**config.mk**
```make
export PLATFORM = sky130hd
export DESIGN_NAME = mat_loader
export DESIGN_NICKNAME = d
export VERILOG_FILES = /design/src/rtl/mat_loader.sv
export SDC_FILE = /design/constraint.sdc
export NUM_CORES = 1
export LEC_CHECK = 0
export ABC_AREA = 1
export BUFFER_PORTS_ARGS = -buffer_cell sky130_fd_sc_hd__buf_4
export CAP_MARGIN = 40
export CORE_ASPECT_RATIO = 0.7
export CORE_MARGIN = 3
export CORE_UTILIZATION = 42
export CTS_BUF_LIST = sky130_fd_sc_hd__clkbuf_8
export DETAILED_ROUTE_END_ITERATION = 10
export HOLD_SLACK_MARGIN = 0.05
export PLACE_DENSITY = 0.74
export RECOVER_POWER = 50
export SETUP_SLACK_MARGIN = 0.4
export SKIP_CTS_REPAIR_TIMING = 1
export SYNTH_ARGS = -nofsm -noshare
export SYNTH_HDL_FRONTEND = slang
export SYNTH_SLANG_ARGS = --single-unit
export TNS_END_PERCENT = 5
```
**constraint.sdc**
```tcl
create_clock -name clk -period 2.92 [get_ports clk]
set_input_delay 0.146 -clock clk [delete_from_list [all_inputs] [get_ports clk]]
set_output_delay 0.146 -clock clk [all_outputs]
set_load 0.02 [all_outputs]
```
**src/rtl/mat_loader.sv**
```systemverilog
// Streams two NxN signed matrices (A row-major, B transposed on write), then raises
// a fixed-length compute enable for the downstream multiplier and holds done until acknowledged.
module mat_loader #(
    parameter int N_ROWS      = 2,
    parameter int N_COLUMNS   = 2,
    parameter int DW          = 8,
    parameter int CALC_CYCLES = N_ROWS + 1
) (
    input  logic                 clk,
    input  logic                 reset,
    input  logic                 in_valid,
    input  logic signed [DW-1:0] in_data,
    output logic                 in_ready,
    output logic                 enable,
    output int                   mat1 [0:N_ROWS-1][0:N_COLUMNS-1],
    output int                   mat2 [0:N_ROWS-1][0:N_COLUMNS-1],
    output logic                 done,
    input  logic                 done_ack
);

    localparam int N     = N_ROWS;
    localparam int NN    = N * N;
    localparam int CNT_W = $clog2(NN + 1);
    localparam int CYC_W = (CALC_CYCLES > 1) ? $clog2(CALC_CYCLES + 1) : 1;

    localparam logic [CNT_W-1:0] LAST_ELEM = CNT_W'(NN - 1);
    localparam logic [CYC_W-1:0] LAST_CYC  = CYC_W'(CALC_CYCLES - 1);

    generate
        if (N_ROWS != N_COLUMNS) begin : g_shape_check
            $error("mat_loader: N_ROWS must equal N_COLUMNS");
        end
        if (CALC_CYCLES < 1) begin : g_calc_check
            $error("mat_loader: CALC_CYCLES must be at least 1");
        end
    endgenerate

    typedef enum logic [1:0] {
        LOAD_A,
        LOAD_B,
        COMPUTE,
        HOLD
    } state_e;

    state_e           state_q, state_d;
    logic [CNT_W-1:0] elemCnt_q, elemCnt_d;
    logic [CYC_W-1:0] cycCnt_q, cycCnt_d;
    logic             inReady_q, inReady_d;

    int               mat1_q [0:N-1][0:N-1];
    int               mat2_q [0:N-1][0:N-1];

    logic             accept;
    logic             lastElem;
    logic             wrA;
    logic             wrB;
    int               elemExt;

    // in_ready comes only from a register, so acceptance never loops back through in_valid
    assign accept   = in_valid && inReady_q;
    assign lastElem = accept && (elemCnt_q == LAST_ELEM);
    assign wrA      = accept && (state_q == LOAD_A);
    assign wrB      = accept && (state_q == LOAD_B);
    assign elemExt  = int'(in_data);

    always_ff @(posedge clk or negedge reset) begin
        if (!reset) begin
            state_q   <= LOAD_A;
            elemCnt_q <= '0;
            cycCnt_q  <= '0;
            inReady_q <= 1'b0;
        end else begin
            state_q   <= state_d;
            elemCnt_q <= elemCnt_d;
            cycCnt_q  <= cycCnt_d;
            inReady_q <= inReady_d;
        end
    end

    always_comb begin
        state_d   = state_q;
        elemCnt_d = elemCnt_q;
        cycCnt_d  = cycCnt_q;
        case (state_q)
            LOAD_A, LOAD_B: begin
                if (lastElem) begin
                    elemCnt_d = '0;
                    state_d   = (state_q == LOAD_A) ? LOAD_B : COMPUTE;
                end else if (accept) begin
                    elemCnt_d = elemCnt_q + 1'b1;
                end
            end
            COMPUTE: begin
                if (cycCnt_q == LAST_CYC) begin
                    cycCnt_d = '0;
                    state_d  = HOLD;
                end else begin
                    cycCnt_d = cycCnt_q + 1'b1;
                end
            end
            HOLD: begin
                if (done_ack) begin
                    state_d = LOAD_A;
                end
            end
            default: begin
                state_d = LOAD_A;
            end
        endcase
        inReady_d = (state_d == LOAD_A) || (state_d == LOAD_B);
    end

    // Element k lands at A[k/N][k%N] and at B-transposed [k%N][k/N]
    always_ff @(posedge clk or negedge reset) begin
        if (!reset) begin
            for (int r = 0; r < N; r++) begin
                for (int c = 0; c < N; c++) begin
                    mat1_q[r][c] <= 0;
                    mat2_q[r][c] <= 0;
                end
            end
        end else begin
            for (int r = 0; r < N; r++) begin
                for (int c = 0; c < N; c++) begin
                    if (wrA && (elemCnt_q == CNT_W'(r * N + c))) begin
                        mat1_q[r][c] <= elemExt;
                    end
                    if (wrB && (elemCnt_q == CNT_W'(r * N + c))) begin
                        mat2_q[c][r] <= elemExt;
                    end
                end
            end
        end
    end

    assign mat1     = mat1_q;
    assign mat2     = mat2_q;
    assign in_ready = inReady_q;
    assign enable   = (state_q == COMPUTE);
    assign done     = (state_q == HOLD);

endmodule

```
## After elaboration in Yosys (flattened, before gate mapping)

Cells that the tools add are included.

- Bits in registers: 72
- Bits in latches: 0
- Bits in writable memories: 0
- ROM bits: 0
- Input port bits: 12
- Output and inout bits: 259
- Logic and storage cells: 49
- Memories: 0

- Add/subtract/negate cells: 2
- Multipliers: 0
- Div/mod/pow operators: 0
- Order comparisons: 0
- Equal/unequal tests: 8
- Shift-type cells: 0
- Muxes and demuxes: 8
- Bitwise operators: 0
- Reductions and logical operators: 19

Operators with widths:

| operator | count |
|---|---|
| 1-bit logical AND | 12 |
| 2-bit 2-to-1 mux | 5 |
| 2-bit equality test, second input constant | 3 |
| 3-bit by 2-bit equality test with 1-bit output, second input constant | 2 |
| 3-bit 2-to-1 mux | 2 |
| 2-bit one-hot mux with 3 select lines | 1 |
| 2-bit by 1-bit equality test with 1-bit output, second input constant | 2 |
| 2-bit logical NOT | 2 |
| 3-bit by 1-bit adder with 3-bit output, second input constant | 1 |
| 3-bit by 1-bit equality test with 1-bit output, second input constant | 1 |
| 3-bit logical NOT | 1 |
| 2-bit by 1-bit adder with 2-bit output, second input constant | 1 |
| 2-bit AND reduction | 1 |
| 2-bit nonzero test | 1 |
| 2-bit OR reduction | 1 |
| 1-bit logical OR | 1 |

## Logic depth before layout (Yosys ltp)

- Depth in word-level cells: 6
- Mapped depth: 7
- Mapped depth without buffers: 7

## Worst setup path after synthesis

Ideal clock, no wire load.

- Path kind: reg-to-reg
- Start: reg inReady_q, in the netlist in_ready
- End: reg mat2[103] (netlist name)
- Library setup time: 0.121 ns
- Arrival: 1.142 ns
- Data required time: 2.799 ns
- Slack: 1.657 ns
- Cell stages (with the launch flop): 6
- Buffers on the path: 0
- Period minus slack after synthesis: 1.263 ns
- Path through: dfrtp_1 > nand2_1 > nor2_4 > nand2_1 > nand2_1 > nand2_1

- Longest elaborated chain between the ends: 3

RTL lines:

| element | line | source |
|---|---|---|
| from (decl) | 48 | `logic inReady_q, inReady_d;` |
| from (signal assigned) | 76 | `inReady_q <= inReady_d;` |
| 1-bit logical AND | 60 | `assign accept = in_valid && inReady_q;` |
| 1-bit logical AND | 63 | `assign wrB = accept && (state_q == LOAD_B);` |
| 1-bit logical AND | 128 | `if (wrB && (elemCnt_q == CNT_W'(r * N + c))) begin` |

No other way between the ends.
A chain may end at the register's enable or synchronous reset.

## Worst setup path in the final report

- Start: reg elemCnt_q[0]
- End: reg mat1_q (netlist bit mat1[4])

- Longest elaborated chain between the ends: 2

RTL lines:

| element | line | source |
|---|---|---|
| from (decl) | 46 | `logic [CNT_W-1:0] elemCnt_q, elemCnt_d;` |
| from (signal assigned) | 74 | `elemCnt_q <= elemCnt_d;` |
| 3-bit by 2-bit equality test with 1-bit output | 125 | `if (wrA && (elemCnt_q == CNT_W'(r * N + c))) begin` |
| 1-bit logical AND | 125 |  |
| to (signal, indexed assignment) | 126 | `mat1_q[r][c] <= elemExt;` |
| to (decl) | 50 | `int mat1_q [0:N-1][0:N-1];` |

No other way between the ends.

==> results.cfg <==
[run_status]
status = complete, but fails checks
violations = max-capacitance violations, max-slew violations

[cts]
clock_sinks = 72
path_clk_slew_ns = 0.08
root_buffer = clkbuf_8
cts_tree = done
clock_latency_ns = 0.35
clock_tree.buffer_depth = 2
cts-htree-levels = 3
cts_made_buffers = 9

[final_layout]
layout-drive-gt1-share = 0.280
fill_cells = 1032
nets = 625
stdcell_area_um2 = 4870
diodes = 0
syn2layout_area_growth_pct = 9.10

[floorplan]
rows = 30
initial_core_util = 0.446
core_um2 = 10000
top_level_ports = 271
dieWidth_um = 129
dieArea_um2 = 11900
die-height_um = 92.3

[setup_path]
critPathMaxStageDelay_ns = 0.58
cp.required_ns = 3.21
critical_path.slowest_cell = nor2_1
reg2reg_setup_slack_ns = 0.93
critPathKind = reg -> reg
start_kind = flop
cp-end-kind = flop
crit_path_max_fanout = 12
crit_top_cell = nand2_1
cp_cell_sequence = ha_1 > inv_1 > nor2_1 > nand3_2 > inv_2 > nand2_1 > nand2_1
arrival_ns = 2.28

[detailed_routing]
viasPerCell = 4.42
ant_nets = 0
drt-total-wl_mm = 11.3
first_pass_iters = 5
vias = 3279
wl_per_cell_um = 15.2
drt_iter0_markers = 162
wl_met3_um = 878
dr_wl_met2_mm = 5.45
drc = 0
wl_met1_mm = 4.88
top_layer = met4

[timing]
timing.final.crit_period_ns = 1.99
drv_slew = 32
hold_ws_ns = 0.117
rsz0062_at_grt = no
fmax_mhz = 503
finalSetupTns_ns = 0
hold_violations = 0
setup_viol = 0
tightest_slew_ns = 1.82
post-route-period-util = 0.681
relSlewSlack = -0.215
fin_skew_ns = 0.0122

[synthesis]
avgSynthCellArea_um2 = 8.35
yosysSeqAreaShare = 0.403
synth_area_um2 = 4470
syn_inst = 535
ys_top_cells_by_area = dfrtp_1, buf_4, nand2_1
yosysWarnings = 0
synth_top_area_frac = 0.403
yosysTopAreaCell = dfrtp_1
synth_fp_nets = 551
synth-seq-cells = 72
synth.distinct_cells = 13

[global_route]
grt_max_degree = 42
grt_pass1_vias = 3049
grt_first_pass_wirelength_mm = 16.6
grt_overflow_total = 0
grt_usage = 0.176
antenna_found_initial = 0

[run]
max_cap_viol_count = 1

[place]
dp_hpwl_mm = 8.35
gp_congestion = 0.811
placed_area_um2 = 5140
io_buffers = 270

[worst_hold_path]
hold_class = in -> reg
[per-layer routing]
metal  up-vias  global-route usage
li1       1614                   -
met1      1495               0.228
met2       164               0.293
met3         6              0.0570
met4         0              0.0280
met5         -                   0
[layout by cell type, fill, tap and decap left out]
master and count:
buf_12 1, buf_4 148, bufinv_16 1, clkbuf_1 123, clkbuf_8 10, clkinv_2 2
clkinv_4 1, clkinvlp_4 1, dfrtp_1 72, dlygate4sd3_1 1, ha_1 4, inv_1 16
inv_2 2, nand2_1 153, nand3_1 62, nand3_2 1, nor2_1 7, nor2_4 5
o21ai_0 4
[cell type report]
type                            count  area (um2)  area share
Sequential cell                    72        1800       0.370
Timing Repair Buffer              273        1600       0.329
Multi-Input combinational cell    236        1050       0.215
Tap cell                          128         160      0.0329
Clock buffer                       10         138      0.0282
Inverter                           17        63.8      0.0131
Clock inverter                      6        60.1      0.0123
[stage by stage]
stage               instances  utilization  worst slack, ns
floorplan                 535            -             1.66
global placement          724        0.511             1.31
detailed placement        725        0.513             1.27
CTS                       741        0.532             1.23
global route              742        0.486            0.666
finish                    742        0.486            0.932
[cells in the mapped netlist, drive strengths merged]
cell	instances
nand3	63
o21ai	4
dfrtp	72
inv	17
ha	4
nand2	153
buf	210
nor2	12
[sequential cells by signal (all words and copies together) (netlist names), named ones only]
signal     count
in_ready       1
cycCnt_q       2
mat1          32
elemCnt_q      3
mat2          32
[final timing paths]
path	startpoint	endpoint	depth (start not counted)
worst max-delay path	elemCnt_q[0]	mat1[4]	7
worst min-delay path	in_data[6]	mat1[6]	3
worst max register to register	elemCnt_q[0]	mat1[4]	7
max in group asynchronous	reset	mat2[65]	2
worst min register to register	mat2[101]	mat2[101]	2
min in group asynchronous	reset	mat1[1]	2
[cells by family (layout without fill, tap and decap cells)]
logic type / Yosys count / after routing / synth area share
simple gates: 228 / 228 / 0.221
buf+inv: 227 / 306 / 0.360
flops: 72 / 72 / 0.403
fa+ha+maj: 4 / 4 / 0.0112
compound gates: 4 / 4 / 0.00448
[worst max-delay path: cells and delay by family (launching register included)]
family                     cells  cell delay (ns)
and+or+nand+nor                4             1.09
DFF                            1             0.38
buffers and inverters          2             0.28
adders and majority gates      1             0.18
Power is not shown: default switching activity piles up to over one toggle a cycle in this logic, so the estimate is an artifact.
